===== src/rtl/perceptron_wload.sv =====
// rtl/perceptron_wload.sv - parallel weight/bias set to MSB-first serial loader for the perceptron datapath
module perceptron_wload #(
    parameter int WIDTH = 8
) (
    input  logic             clk,
    input  logic             reset,
    input  logic             load_valid_i,
    output logic             load_ready_o,
    input  logic [WIDTH-1:0] b_par_i,
    input  logic [WIDTH-1:0] w0_par_i,
    input  logic [WIDTH-1:0] w1_par_i,
    input  logic             abort_i,
    output logic [1:0]       W1W0b_en_o,
    output logic             b_o,
    output logic             W0_o,
    output logic             W1_o,
    output logic             busy_o,
    output logic             done_o,
    output logic             weights_loaded_o
);

    localparam int            CW     = $clog2(WIDTH);
    localparam logic [CW-1:0] C_LAST = CW'(WIDTH - 1);

    typedef enum logic [2:0] {
        ST_IDLE,
        ST_SH_B,
        ST_SH_W0,
        ST_SH_W1,
        ST_DONE
    } state_t;

    state_t           r_state;
    logic [CW-1:0]    r_cnt;
    logic [WIDTH-1:0] r_b_hold;
    logic [WIDTH-1:0] r_w0_hold;
    logic [WIDTH-1:0] r_w1_hold;
    logic [1:0]       r_en;
    logic             r_b;
    logic             r_w0;
    logic             r_w1;
    logic             r_busy;
    logic             r_done;
    logic             r_loaded;
    logic             r_ready;

    always_ff @(posedge clk or negedge reset) begin
        if (!reset) begin
            r_state   <= ST_IDLE;
            r_cnt     <= '0;
            r_b_hold  <= '0;
            r_w0_hold <= '0;
            r_w1_hold <= '0;
            r_en      <= 2'b00;
            r_b       <= 1'b0;
            r_w0      <= 1'b0;
            r_w1      <= 1'b0;
            r_busy    <= 1'b0;
            r_done    <= 1'b0;
            r_loaded  <= 1'b0;
            r_ready   <= 1'b1;
        end else begin
            r_done <= 1'b0;
            case (r_state)
                ST_IDLE: begin
                    r_en    <= 2'b00;
                    r_b     <= 1'b0;
                    r_w0    <= 1'b0;
                    r_w1    <= 1'b0;
                    r_busy  <= 1'b0;
                    r_ready <= 1'b1;
                    if (load_valid_i && r_ready) begin
                        r_b_hold  <= b_par_i;
                        r_w0_hold <= w0_par_i;
                        r_w1_hold <= w1_par_i;
                        r_cnt     <= C_LAST;
                        r_state   <= ST_SH_B;
                        r_ready   <= 1'b0;
                        r_loaded  <= 1'b0;
                    end
                end

                ST_SH_B, ST_SH_W0, ST_SH_W1: begin
                    // Abort leaves the datapath partially loaded, so no done and no loaded flag.
                    if (abort_i) begin
                        r_state <= ST_IDLE;
                        r_en    <= 2'b00;
                        r_b     <= 1'b0;
                        r_w0    <= 1'b0;
                        r_w1    <= 1'b0;
                        r_busy  <= 1'b0;
                        r_ready <= 1'b1;
                    end else begin
                        r_busy <= 1'b1;
                        r_b    <= (r_state == ST_SH_B)  & r_b_hold[r_cnt];
                        r_w0   <= (r_state == ST_SH_W0) & r_w0_hold[r_cnt];
                        r_w1   <= (r_state == ST_SH_W1) & r_w1_hold[r_cnt];
                        case (r_state)
                            ST_SH_B:  r_en <= 2'b01;
                            ST_SH_W0: r_en <= 2'b10;
                            default:  r_en <= 2'b11;
                        endcase
                        if (r_cnt == '0) begin
                            r_cnt <= C_LAST;
                            case (r_state)
                                ST_SH_B:  r_state <= ST_SH_W0;
                                ST_SH_W0: r_state <= ST_SH_W1;
                                default:  r_state <= ST_DONE;
                            endcase
                        end else begin
                            r_cnt <= r_cnt - 1'b1;
                        end
                    end
                end

                ST_DONE: begin
                    r_en     <= 2'b00;
                    r_b      <= 1'b0;
                    r_w0     <= 1'b0;
                    r_w1     <= 1'b0;
                    r_busy   <= 1'b0;
                    r_done   <= 1'b1;
                    r_loaded <= 1'b1;
                    r_ready  <= 1'b1;
                    r_state  <= ST_IDLE;
                end

                default: r_state <= ST_IDLE;
            endcase
        end
    end

    assign load_ready_o     = r_ready;
    assign W1W0b_en_o       = r_en;
    assign b_o              = r_b;
    assign W0_o             = r_w0;
    assign W1_o             = r_w1;
    assign busy_o           = r_busy;
    assign done_o           = r_done;
    assign weights_loaded_o = r_loaded;

endmodule


===== config.mk =====
export PLATFORM = sky130hd
export DESIGN_NAME = perceptron_wload
export DESIGN_NICKNAME = d
export VERILOG_FILES = /design/src/rtl/perceptron_wload.sv
export SDC_FILE = /design/constraint.sdc
export NUM_CORES = 1
export LEC_CHECK = 0
export BUFFER_PORTS_ARGS = -buffer_cell sky130_fd_sc_hd__buf_4
export CAP_MARGIN = 0
export CORE_MARGIN = 2
export CORE_UTILIZATION = 54
export DETAILED_ROUTE_END_ITERATION = 6
export GPL_ROUTABILITY_DRIVEN = 0
export GPL_TIMING_DRIVEN = 1
export PLACE_DENSITY = 0.8
export SETUP_SLACK_MARGIN = 0.1
export SYNTH_ARGS = -nofsm -noshare
export SYNTH_HDL_FRONTEND = slang
export SYNTH_SLANG_ARGS = --single-unit

===== constraint.sdc =====
create_clock -name clk -period 2.2 [get_ports clk]
set_clock_uncertainty 0.05 [all_clocks]
set_input_delay 0.44 -clock clk [delete_from_list [all_inputs] [get_ports clk]]
set_output_delay 0.44 -clock clk [all_outputs]
set_load 0.005 [all_outputs]

## Yosys cells after proc, flatten, opt, wreduce, memory -nomap -nowiden

Cells that the tools add are included.

| word-level totals | value |
|---|---|
| register bits | 39 |
| input bits | 28 |
| output and inout bits | 9 |
| word-level logic and storage cells | 72 |

| operators by class | value |
|---|---|
| add/sub/neg operators | 1 |
| $lt $le $gt $ge | 1 |
| equality and inequality tests | 8 |
| muxes and demuxes | 32 |
| bitwise logic cells | 3 |
| reductions and logical operators | 14 |

Operator list:

| cell | number |
|---|---|
| $mux 3 | 6 |
| $pmux 3 s2 | 3 |
| $mux 1 | 11 |
| $pmux 1 s2 | 5 |
| $bmux 1 s3 | 3 |
| $pmux 2 s2 | 2 |
| $reduce_and 2->1 | 4 |
| $eq 3x2->1 const B | 2 |
| $logic_not 3->1 | 2 |
| $ne 2x2->1 const B | 3 |
| $reduce_bool 2->1 | 3 |
| $lt 3x4->1 const B | 1 |
| $and 1x1->1 | 3 |
| $eq 3x1->1 const B | 1 |
| $eq 3x3->1 const B | 1 |
| $ne 3x3->1 const B | 1 |
| $pmux 1 s3 | 1 |
| $reduce_and 3->1 | 1 |
| $reduce_bool 3->1 | 1 |
| $reduce_or 3->1 | 1 |
| $sub 3x1->3 const B | 1 |
| $mux 2 | 1 |
| $reduce_or 2->1 | 1 |
| $logic_and 1x1->1 | 1 |

## Logic depth before layout (Yosys ltp)

| logic depth | value |
|---|---|
| word-level depth | 5 |
| gate-level depth with buffers | 6 |
| gate-level depth less buffers | 5 |

## Worst setup path before layout

OpenSTA, ideal clock, no wires.

| timing path | value |
|---|---|
| path kind | register to register |
| from | register r_state[1] |
| to | register r_b_hold[0] |
| library setup time | 125 ps |
| arrival time | 1,572 ps |
| data required time | 2,025 ps |
| slack | 453 ps |
| stages on the path, launching flop included | 6 |
| path buffers | 2 |
| clock period less this slack | 1,747 ps |
| cells stage by stage | dfrtp_1 > or2_1 > buf_6 > nor3_4 > buf_6 > mux2_2 |

| on the way | value |
|---|---|
| cells in the longest elaborated chain, start to end | 2 |

RTL lines:

| what | line | text |
|---|---|---|
| from (decl) | 33 | `state_t r_state;` |
| from (signal assigned) | 49 | `r_state <= ST_IDLE;` |
| from (signal assigned) | 77 | `r_state <= ST_SH_B;` |
| from (signal assigned) | 86 | `r_state <= ST_IDLE;` |
| $logic_not 3->1 | 64 | `case (r_state)` |
| $reduce_and 2->1 (no source line) | -- |  |
| to (signal assigned) | 73 | `r_b_hold <= b_par_i;` |
| to (decl) | 35 | `logic [WIDTH-1:0] r_b_hold;` |

No other way between the ends.
A chain may end at the register's enable or synchronous reset.

## Worst setup path after layout

| timing path | value |
|---|---|
| from | register r_state[0] |
| to | register r_b_hold[0] |

The elaborated chain is that of the path after synthesis.

==> metrics.txt <==
status=finished, final reports clean; Longest Clk Path Bufs=2; number of max-cap violations=0; H-tree Lvls=2; Core Rows=21; f_max=approximately 520 MHz; max-slew violation count=0; placed insts=between 200 and 250; Die Ht=about 62 um; R2R Path End=r_b_hold[0]$_DFFE_PN0P_; vias per cell=approximately 5.6; clock root cell=clkbuf_4; initial antenna violation count=0; # diodes=0; Hold Path Sink=r_b_hold[5]$_DFFE_PN0P_; largest cells by area after synthesis=dfrtp_1 (53%), mux2_2 (18%), mux4_2 (3.7%), nand2_1 (1.9%), buf_6 (1.9%); Post-Syn Instances=142; setup_tns=0 ns; drt total wl=between 3000 and 4000 um; CTS buffer count=5; maximum number of pins on one net before global-route repair=40; PnR worst setup slack=0.276 ns; Reg clk slew, reported paths=about 0.10 ns; DR WL met2=about 1900 um; minimum clock period after layout=slightly below 2 ns; Tightest Pin Transition=0.468 ns; RSZ-0062 raised after global routing=no; Core Footprint=roughly 3300 um^2; Initial Util=55.1%; 1st-iter DRT viols=111; drt first pass iters=4; Worst Setup End Kind=flip-flop; Startpoint Class=flip-flop; combinational power share=38.2%; Top Layer Used=met4; metal3 WL=~170 um; Worst VDD drop=around 0.00058 V; Worst Path Arrival=between 2 and 2.5 ns; Synth area leader=dfrtp_1; Psw=slightly above 0.8 mW; Syn Std Cell Area=about 1800 um^2; count of cell types in the netlist=35; worst reg2reg setup slack=roughly 0.28 ns; Post-Syn Nets=about 170; DRC=0; final antenna-violating net count=0; wire per inst=15.2 um; Sw Ratio=between 30% and 40%; synthesized area per cell=~13 um^2; Finish-stage setup viols=0; vias in the first global route=between 1000 and 1500; final period utilization=between 80 and 90%; leakage power=between 0.9 and 1 nW; CTS tree=built; Fin. Hold Viols=0; FF-to-FF path depth=4; IO buf count=36; hold wc startpoint=b_par_i[5]; Synth Register Bits=39; fillers=263; CTS Sinks=39; Cells on Worst Hold Path=2; Area growth syn-to-layout=19.9%; HPWL Detailed=between 2000 and 3000 um; GRT overflow=0; Post CTS Setup Buffer Count=0; clock share of power=13.5%; final non-filler cell total=228; num ports=37; Hold Crit Class=input pin to flip-flop; Rel. slew slack=approximately 69%; first-pass GRT wire length=5760 um; Synth top area share=between 50 and 60%; M1 wire length=between 1000 and 1500 um; final net count=approximately 210; CP required=about 2.4 ns; Synth warnings=0; Place WS=around 0.30 ns; reg-to-reg startpoint=r_state[0]$_DFFE_PN0P_; CP Class=flip-flop to flip-flop; Skew-Pair Late Insertion Delay=roughly 0.34 ns; power per standard cell area=around 1200 nW/um^2; Fin Hold WS=between 0.2 and 0.3 ns; sequential share of the synthesized area=a little over half; share of layout cells above drive strength 1=between 40% and 50%; vias post-DR=between 1000 and 1500; final design utilization=about two thirds; die area=3830 um^2; die width=slightly above 60 um; Pint=1.70 mW; CP max FO=19; sequential group share of total power=between 40% and 50%; Tot GR Track Use=21.3%
-- synthesized netlist by cell type --
master and instances:
a32o_1 2, mux2i_1 1, xor2_1 1, clkbuf_1 5
a21oi_1 4, a31o_2 1, nor4_1 1, ha_1 2
nand2_1 9, nor3_1 1, o21ai_0 1, a21boi_0 1
buf_6 3, mux2_2 29, a2bb2oi_1 1, or2_1 1
a32oi_1 1, mux4_2 3, or2_2 1, buf_2 1
nand3_1 4, dfstp_2 1, a31oi_1 1, o31ai_1 3
mux2_1 1, nand4_1 1, and3_1 1, o41ai_1 2
nand2b_1 2, nor2_1 8, dfrtp_1 38, nand3b_1 1
inv_1 5, nor3_4 1, o22ai_1 4
-- power groups by stage --
stage               Clock (mW)  Combinational, mW  Sequential (mW)
floorplan                    0              0.815             1.12
global placement             0              0.915             1.21
detailed placement           0              0.963             1.23
CTS                      0.360              0.970             1.21
global route             0.396               1.06             1.25
finish                   0.339              0.962             1.21
-- cell usage in the layout, fill, tap and decap left out, drive strengths merged --
cell,netlist,layout
dfstp,1,1
a32oi,1,1
mux2,30,30
dfrtp,38,38
a31o,1,1
nor4,1,1
or2,2,2
nand2b,2,2
o21ai,1,1
mux2i,1,1
and3,1,1
xor2,1,1
o31ai,3,3
mux4,3,3
o41ai,2,2
nor3,2,2
inv,5,5
nand4,1,1
a21boi,1,1
dlygate4sd3,0,1
a21oi,4,4
nor2,8,8
o22ai,4,4
clkinv,0,1
a31oi,1,1
clkbuf,5,7
nand3,4,4
a32o,2,2
ha,2,2
nand3b,1,1
nand2,9,9
buf,4,40
a2bb2oi,1,1
-- sequential cells by signal (all words and copies together), names as in the netlist --
| signal | count |
|---|---|
| r_b_hold | 8 |
| r_w0_hold | 8 |
| r_w1_hold | 8 |
| r_cnt | 3 |
| r_state | 3 |
| W1W0b_en_o | 2 |
| W0_o | 1 |
| W1_o | 1 |
| b_o | 1 |
| busy_o | 1 |
| done_o | 1 |
| load_ready_o | 1 |
| weights_loaded_o | 1 |
-- cell families (layout without fill, tap and decap cells) --
logic type                 Yosys count  after routing  share of synthesized area [%]
DFF                                 39             39                           54.0
muxes                               34             34                           23.0
and+or+nand+nor                     31             31                           8.65
AOI/OAI and AO/OA                   21             21                           8.30
buffers and inverters               14             54                           4.22
adders and majority gates            2              2                           1.38
xor gates and xnor gates             1              1                          0.484
-- stage by stage --
step / power, mW / area [um^2]
4_1_cts: 2.54 / 2170
2_1_floorplan: 1.94 / 1810
5_1_grt: 2.70 / 2170
3_3_place_gp: 2.12 / 2110
6_report: 2.51 / 2170
3_5_place_dp: 2.19 / 2110
-- what timing repair did --
| item | 4_1_cts | 5_1_grt |
|---|---|---|
| endpoints found under the hold margin | 36 | 0 |
| hold buffers | 1 | 0 |
| resized for setup | 0 | 0 |
-- metal layers --
layer / GRT usage [%] / up-vias
met5: 0 / -
met1: 25.5 / 633
met2: 36.1 / 43
li1: - / 592
met3: 6.42 / 6
met4: 8.51 / 0
-- worst max-delay path by stage --
| stage | start | endpoint | slack (ns) | cells after the start |
|---|---|---|---|---|
| after detailed placement | r_state[0]$_DFFE_PN0P_ | r_b_hold[0]$_DFFE_PN0P_ | 0.30 | 4 |
| after floorplan | r_state[1]$_DFFE_PN0P_ | r_b_hold[0]$_DFFE_PN0P_ | 0.45 | 5 |
| after global routing | r_state[0]$_DFFE_PN0P_ | r_w1_hold[4]$_DFFE_PN0P_ | 0.16 | 4 |
| final | r_state[0]$_DFFE_PN0P_ | r_b_hold[0]$_DFFE_PN0P_ | 0.28 | 4 |
| after CTS | r_state[0]$_DFFE_PN0P_ | r_b_hold[0]$_DFFE_PN0P_ | 0.27 | 4 |
| after global placement | r_state[0]$_DFFE_PN0P_ | r_w0_hold[3]$_DFFE_PN0P_ | 0.37 | 4 |
-- critical path, cell delays in order, from the launching register on --
cell and delay [ns]:
dfrtp_1 0.50, or2_1 0.38, nor3_4 0.22, buf_4 0.28
mux2_2 0.37
-- final cells by class --
class / count / area, um^2 / share of cell area [%]
Timing Repair Buffer: 41 / 310 / 14.3
Inverter: 5 / 18.8 / 0.865
Tap cell: 46 / 57.6 / 2.65
Sequential cell: 39 / 977 / 45.0
Clock inverter: 1 / 5.00 / 0.231
Multi-Input combinational cell: 89 / 756 / 34.8
Clock buffer: 7 / 45.0 / 2.08
No activity file was read; power rests on OpenSTA's default activity.
